==> config.mk <==
export PLATFORM = sky130hd
export DESIGN_NAME = pll_reconfig_ctrl
export DESIGN_NICKNAME = d
export VERILOG_FILES = /design/src/rtl/pll_reconfig_ctrl.sv
export SDC_FILE = /design/constraint.sdc
export NUM_CORES = 1
export LEC_CHECK = 0
export CELL_PAD_IN_SITES_DETAIL_PLACEMENT = 0
export CELL_PAD_IN_SITES_GLOBAL_PLACEMENT = 1
export CORE_UTILIZATION = 34
export CTS_CLUSTER_SIZE = 16
export DETAILED_ROUTE_END_ITERATION = 8
export GPL_ROUTABILITY_DRIVEN = 0
export GPL_TIMING_DRIVEN = 0
export PLACE_DENSITY_LB_ADDON = 0.1
export SKIP_CTS_REPAIR_TIMING = 1
export SYNTH_ARGS = -nofsm -noshare
export SYNTH_HDL_FRONTEND = slang
export SYNTH_SLANG_ARGS = --single-unit
export TNS_END_PERCENT = 10
==> constraint.sdc <==
create_clock -name clk -period 1.3 [get_ports clk]
set_input_delay 0.26 -clock clk [delete_from_list [all_inputs] [get_ports clk]]
set_output_delay 0.26 -clock clk [all_outputs]
set_load 0.02 [all_outputs]
==> src/rtl/pll_reconfig_ctrl.sv <==
// Run-time FBDSEL/IDSEL sequencer for the fabric rPLL: gates clk_en, applies new dividers, waits for re-lock.
// Optional lock-timeout supervision is built when PLLCFG_TIMEOUT_EN is defined.
module pll_reconfig_ctrl #(
    parameter int unsigned DEF_IDIV      = 2,
    parameter int unsigned DEF_FBDIV     = 13,
    parameter int unsigned GATE_CYCLES   = 4,
    parameter int unsigned SETTLE_CYCLES = 8,
    parameter int unsigned LOCK_TIMEOUT  = 1024
) (
    input  logic       clk,
    input  logic       rst_n,
    input  logic       req_valid,
    output logic       req_ready,
    input  logic [5:0] req_idiv,
    input  logic [5:0] req_fbdiv,
    input  logic       pll_lock,
    output logic [5:0] fbdsel,
    output logic [5:0] idsel,
    output logic       clk_en,
    output logic       busy,
    output logic       done,
    output logic       err
);

    typedef enum logic [2:0] {
        S_IDLE,
        S_DONE_ONLY,
        S_GATE,
        S_APPLY,
        S_SETTLE,
        S_WAIT_LOCK,
        S_RELEASE
    } state_t;

    state_t     state;
    state_t     state_nxt;
    logic [1:0] lock_sync;
    logic       lock_s;
    logic [7:0] cnt;
    logic [5:0] pend_idiv;
    logic [5:0] pend_fbdiv;
    logic       accept;
    logic       same_cfg;
    logic       timeout_hit;

    assign lock_s   = lock_sync[1];
    assign accept   = (state == S_IDLE) && req_valid;
    // Selects hold the complement of the active settings, so compare against their inverse.
    assign same_cfg = (req_idiv == ~idsel) && (req_fbdiv == ~fbdsel);

    always_ff @(posedge clk) begin
        if (!rst_n) begin
            state <= S_IDLE;
        end else begin
            state <= state_nxt;
        end
    end

    always_comb begin
        state_nxt = state;
        case (state)
            S_IDLE:      if (accept) state_nxt = same_cfg ? S_DONE_ONLY : S_GATE;
            S_DONE_ONLY: state_nxt = S_IDLE;
            S_GATE:      if (cnt == 8'(GATE_CYCLES - 1)) state_nxt = S_APPLY;
            S_APPLY:     state_nxt = S_SETTLE;
            S_SETTLE:    if (cnt == 8'(SETTLE_CYCLES - 1)) state_nxt = S_WAIT_LOCK;
            S_WAIT_LOCK: if (lock_s || timeout_hit) state_nxt = S_RELEASE;
            S_RELEASE:   state_nxt = S_IDLE;
            default:     state_nxt = S_IDLE;
        endcase
    end

    always_comb begin
        req_ready = 1'b0;
        busy      = 1'b1;
        clk_en    = 1'b1;
        done      = 1'b0;
        case (state)
            S_IDLE: begin
                req_ready = 1'b1;
                busy      = 1'b0;
            end
            S_DONE_ONLY: done = 1'b1;
            S_GATE, S_APPLY, S_SETTLE, S_WAIT_LOCK: clk_en = 1'b0;
            S_RELEASE: done = !err;
            default: ;
        endcase
    end

    always_ff @(posedge clk) begin
        if (!rst_n) begin
            lock_sync  <= '0;
            cnt        <= '0;
            pend_idiv  <= 6'(DEF_IDIV);
            pend_fbdiv <= 6'(DEF_FBDIV);
            idsel      <= ~6'(DEF_IDIV);
            fbdsel     <= ~6'(DEF_FBDIV);
        end else begin
            lock_sync <= {lock_sync[0], pll_lock};
            if (accept) begin
                pend_idiv  <= req_idiv;
                pend_fbdiv <= req_fbdiv;
            end
            // Shared counter: runs in GATE and SETTLE, cleared everywhere else (including APPLY).
            if (state == S_GATE || state == S_SETTLE) begin
                cnt <= cnt + 8'd1;
            end else begin
                cnt <= '0;
            end
            if (state == S_APPLY) begin
                idsel  <= ~pend_idiv;
                fbdsel <= ~pend_fbdiv;
            end
        end
    end

`ifdef PLLCFG_TIMEOUT_EN
    logic [15:0] tcnt;

    assign timeout_hit = (state == S_WAIT_LOCK) && !lock_s && (tcnt == 16'(LOCK_TIMEOUT - 1));

    always_ff @(posedge clk) begin
        if (!rst_n) begin
            tcnt <= '0;
            err  <= 1'b0;
        end else begin
            tcnt <= (state == S_WAIT_LOCK) ? tcnt + 16'd1 : '0;
            if (accept) begin
                err <= 1'b0;
            end else if (timeout_hit) begin
                err <= 1'b1;
            end
        end
    end
`else
    logic unused_timeout;

    assign unused_timeout = ^16'(LOCK_TIMEOUT);
    assign timeout_hit    = 1'b0;
    assign err            = 1'b0;
`endif

endmodule

* Word-level counts from Yosys, hierarchy flattened
Cells that the tools add are included.
** Word-level totals
- Register bits after elaboration :: 37
- Output and inout bits :: 17
** Operators by class
- Add/sub/neg operators :: 1
- Eq/ne operators :: 14
- Bitwise gates (word level) :: 4
- Reductions and logical operators :: 8
- Muxes and demuxes :: 10
** Operator list (number)
- 6-bit NOT :: 4
- 3-bit case mux with 5 select lines :: 1
- 6-bit equality test :: 2
- 3-bit two-way mux :: 4
- 3-bit equality test (second input constant) :: 3
- 8-bit by 1-bit adder with 8-bit output (second input constant) :: 1
- 8-bit by 2-bit equality test with 1-bit output (second input constant) :: 1
- 8-bit by 3-bit equality test with 1-bit output (second input constant) :: 1
- 2-bit != test (second input constant) :: 4
- 3-bit by 2-bit equality test with 1-bit output (second input constant) :: 2
- 1-bit two-way mux :: 4
- 4-bit AND reduction :: 1
- 4-bit OR reduction :: 1
- 3-bit by 1-bit equality test with 1-bit output (second input constant) :: 1
- 3-bit logical NOT :: 1
- 1-bit logical AND :: 2
- 2-bit two-way mux :: 1
- 2-bit AND reduction :: 1
- 2-bit OR reduction :: 1
- 1-bit logical OR :: 1

* Logic depth before layout (Yosys ltp)
Gate-level depths: netlist of the first run.
- Word-level depth :: 6
- Gate-level depth with buffers :: 6
- Depth with buffers taken out :: 5

* Least setup slack after synthesis of the first run
Ideal clock, no wire load.
- Path kind :: register to register
- Start point :: register state[1]
- End point :: register state[0]
- Setup slack :: -0.168 ns
- Arrival time :: 1.408 ns
- Setup time :: 0.060 ns
- Period minus slack after synthesis :: 1.468 ns
- Cell stages (with the launch flop) :: 6
- Data required time :: 1.240 ns
- Path buffers :: 0
- Cells stage by stage :: dfxtp_1 -> xnor2_1 -> a211oi_1 -> nor4_2 -> o311ai_1 -> nand2_1
** Between the ends
- Cells in the longest elaborated chain, start to end :: 4
** Ends and longest elaborated chain
- start: declaration :: line 35 : state_t state;
- start signal: assignment :: line 55 : state <= state_nxt;
- 3-bit logical NOT :: line 47, 61
- 1-bit logical AND :: line 47 : assign accept = (state == S_IDLE) && req_valid;
- 2-bit != test (no line)
- 4-bit AND reduction (no line)
Several ways; a longest one is shown, not always the timed one.
A chain may end at the register's enable or synchronous reset.

* Worst setup path after layout of the first run
- Start point :: register state[0]
- End point :: output port done
** Between the ends
- Cells in the longest elaborated chain, start to end :: 3
** Ends and longest elaborated chain
- 3-bit equality test / 3-bit by 1-bit equality test with 1-bit output (equally long branches) :: line 78 : case (state)
- 2-bit OR reduction (no line) (*)
- 1-bit two-way mux (*) :: line 78
- end: declaration :: line 21 : output logic done,
Mark *: on every way between the ends. The rest lies on a longest branch, timed or not.

==> results of run 1 <==
worst min-delay path by stage:
stage,cells after the start,slack [ns],to
after global routing,1,0.46,lock_sync[1]
after detailed placement,1,0.43,lock_sync[1]
final,1,0.44,lock_sync[1]
after CTS,1,0.44,lock_sync[1]
after global placement,1,0.42,lock_sync[1]
after floorplan,2,0.38,pend_fbdiv[0]
critical path, cell delays in order (launching register included):
cell     delay (ns)
dfxtp_4        0.40
buf_8          0.12
or3b_4         0.38
o21ai_2        0.07
buf_6          0.13
power breakdown:
| group | total (mW) | internal [mW] | switching, mW |
|---|---|---|---|
| logic | 1.28 | 0.632 | 0.650 |
| registers | 1.45 | 1.30 | 0.143 |
| clock network | 0.801 | 0.421 | 0.380 |
cell families (layout without fill, tap and decap cells):
family,after synthesis,count (layout)
adder cells (fa/ha/maj),1,1
XOR/XNOR,20,20
buffers and inverters,14,57
AND/OR/NAND/NOR,87,87
flip-flops,37,37
AO/OA/AOI/OAI,29,29
other,1,1
layout make-up:
type	count	area [um^2]	share of cell area (%)
buffer	12	86.3	3.78
clock buffer	7	86.3	3.78
inverter	2	7.51	0.329
multi-input combinational	138	875	38.3
sequential	37	762	33.4
tap	52	65.1	2.85
timing repair buffer	36	402	17.6
state kept, by name (all words and copies together) (netlist names):
register,cells
lock_sync,2
fbdsel,6
pend_idiv,6
state,3
pend_fbdiv,6
cnt,8
idsel,6
layout by cell type (no fill, tap or decap), drive strengths merged, types with 2 or more instances in the layout:
cell | Yosys | final
a211oi | 2 | 2
a21boi | 9 | 9
a21oi | 2 | 2
and2 | 7 | 7
and3 | 2 | 2
buf | 6 | 12
clkbuf | 6 | 16
clkdlybuf4s50 | 0 | 15
dfxtp | 37 | 37
dlymetal6s2s | 0 | 12
inv | 2 | 2
nand2 | 41 | 41
nand2b | 2 | 2
nand3 | 9 | 9
nand3b | 2 | 2
nand4 | 3 | 3
nor2 | 10 | 10
nor2b | 2 | 2
nor3 | 3 | 3
nor4 | 2 | 2
o211ai | 8 | 8
o21ai | 5 | 5
xnor2 | 3 | 3
xor2 | 17 | 17
layer usage:
metal	up-vias	global-route usage, %
met4	0	4.58
met3	5	5.20
met2	20	28.3
met1	673	21.7
met5	-	0
li1	716	-
==> flow_summary.yaml, run 1 <==
run_status:
  status: "finished, violations left"
  failed_checks: "setup timing"
timing:
  setup_viol: 31
  fin_skew_ns: 0.00436
  hold_violations: 0
  final.period_utilization_pct: 126
  finalWorstSetupSlack_ns: -0.343
  slew_viol_final: 0
  worst_pin_slew_ns: 0.533
  rsz0062_at_grt: "true"
  whs_ns: 0.442
  slew_headroom_pct: 64.4
  final.min_clock_period_ns: 1.64
  setup_tns_ns: -4.26
  max_freq_ghz: 0.608
routing:
  drtAntennaViolNets: 0
  routedWlPerCell_um: 14.1
  top_layer_used: "met4"
  viasPerCell: 4.98
  num_vias: 1414
  met2_length_um: 2050
  drc: 0
  firstDrtPassIters: 4
  drt_iter0_markers: 45
  wl_met1_um: 1800
  wl_met3_um: 115
  wirelength_um: 4010
logic_synthesis:
  synth_top_flop_cell: "dfxtp_1"
  ys_ff_latch: 37
  synth-xor-area-share_pct: 11.1
  synth_fa_ha_area_share_pct: 0.760
  syn_area_um2: 1650
  synth_cell_type_count: 38
  synth_top_family_by_area: "simple AND/OR/NAND/NOR gates"
  yosysSeqAreaShare_pct: 45.0
  synth-simple-area-share_pct: 26.1
  synth_common_cells: "nand2_1 (41), dfxtp_1 (37), xor2_1 (16)"
  ys_async_sr_fraction_pct: 0
  synth.most_common_cell: "nand2_1"
  yosys.area.top_type: "dfxtp_1"
  synth_edf_count: 0
  synth_mux_area_share_pct: 0
  synth.area.top_cells: "dfxtp_1 (45%), nand2_1 (9.3%), xor2_1 (8.5%)"
  synthesis.nets: 206
  synth_top_area_share_pct: 45.0
  synth_compound_area_share_pct: 12.4
  postSynthCellCount: 189
  ys_warn_count: 0
  synth_area_per_cell_um2: 8.71
power:
  p_per_area_nw_per_um2: 1550
  leakage_nw: 0.978
  ir_drop_v: 0.000645
  power_mw: 3.53
setup_path:
  critPathRequiredTime_ns: 1.04
  endpoint_kind: "output port"
  reg2reg_slack_ns: -0.21
  start_kind: "flop"
  worstPathArrival_ns: 1.38
  r2r-start: "state[1]"
  crit_type: "reg2out"
  reg2regPathDepth: 5
  crit_path_start: "state[0]"
  worstPathMaxFanout: 5
  r2r-end: "idsel[4]"
  cp-endpoint: "done"
floorplanning:
  core_area_um2: 4500
  dieArea_um2: 5130
  std_cell_rows: 24
  die_x_um: 71.6
  ios: 33
  die_h_um: 71.6
  initial_core_util_pct: 36.6
clocking:
  htreeDepth: 2
  cts_tree: "built"
  cts_inserted_buffers: 5
  cts_buffer_depth: 2
  cts.clk_slew.worst_paths_ns: 0.07
  clockRootBuffer: "clkbuf_8"
  insertion_delay_ns: 0.28
  cts_sinks: 37
placed_design:
  dp_slack_ns: -0.687
  dp_hpwl_um: 2860
  io_buffers: 31
  dpl_cell_area_um2: 2050
  place_inst: 272
global_routing:
  grt_pass1_vias: 1380
  grt_max_degree: 11
  antenna_found_initial: 0
  grt_pass1_wl_um: 6620
  grt_overflow_total: 0
  track_usage_pct: 17.1
flow_run:
  drv_cap: 0
final_layout:
  postLayoutCellArea_um2: 2280
  fin_cells: 284
  drive_above_1_share_pct: 19.4
  nets: 249
  area_delta_synth_final_pct: 38.7
  fill_cells: 428
  final_util_pct: 50.7
  n_antenna_cell: 0
min_path:
  worst_hold_path_type: "reg2reg"
  min_from: "lock_sync[0]"
Power figures use the tool's default switching activity.
==> run 2: changes to the inputs <==
GPL_ROUTABILITY_DRIVEN = unset   (was 0)
==> results of run 2 <==
No change in the layout: final DEF, timing and power equal those of run 1.
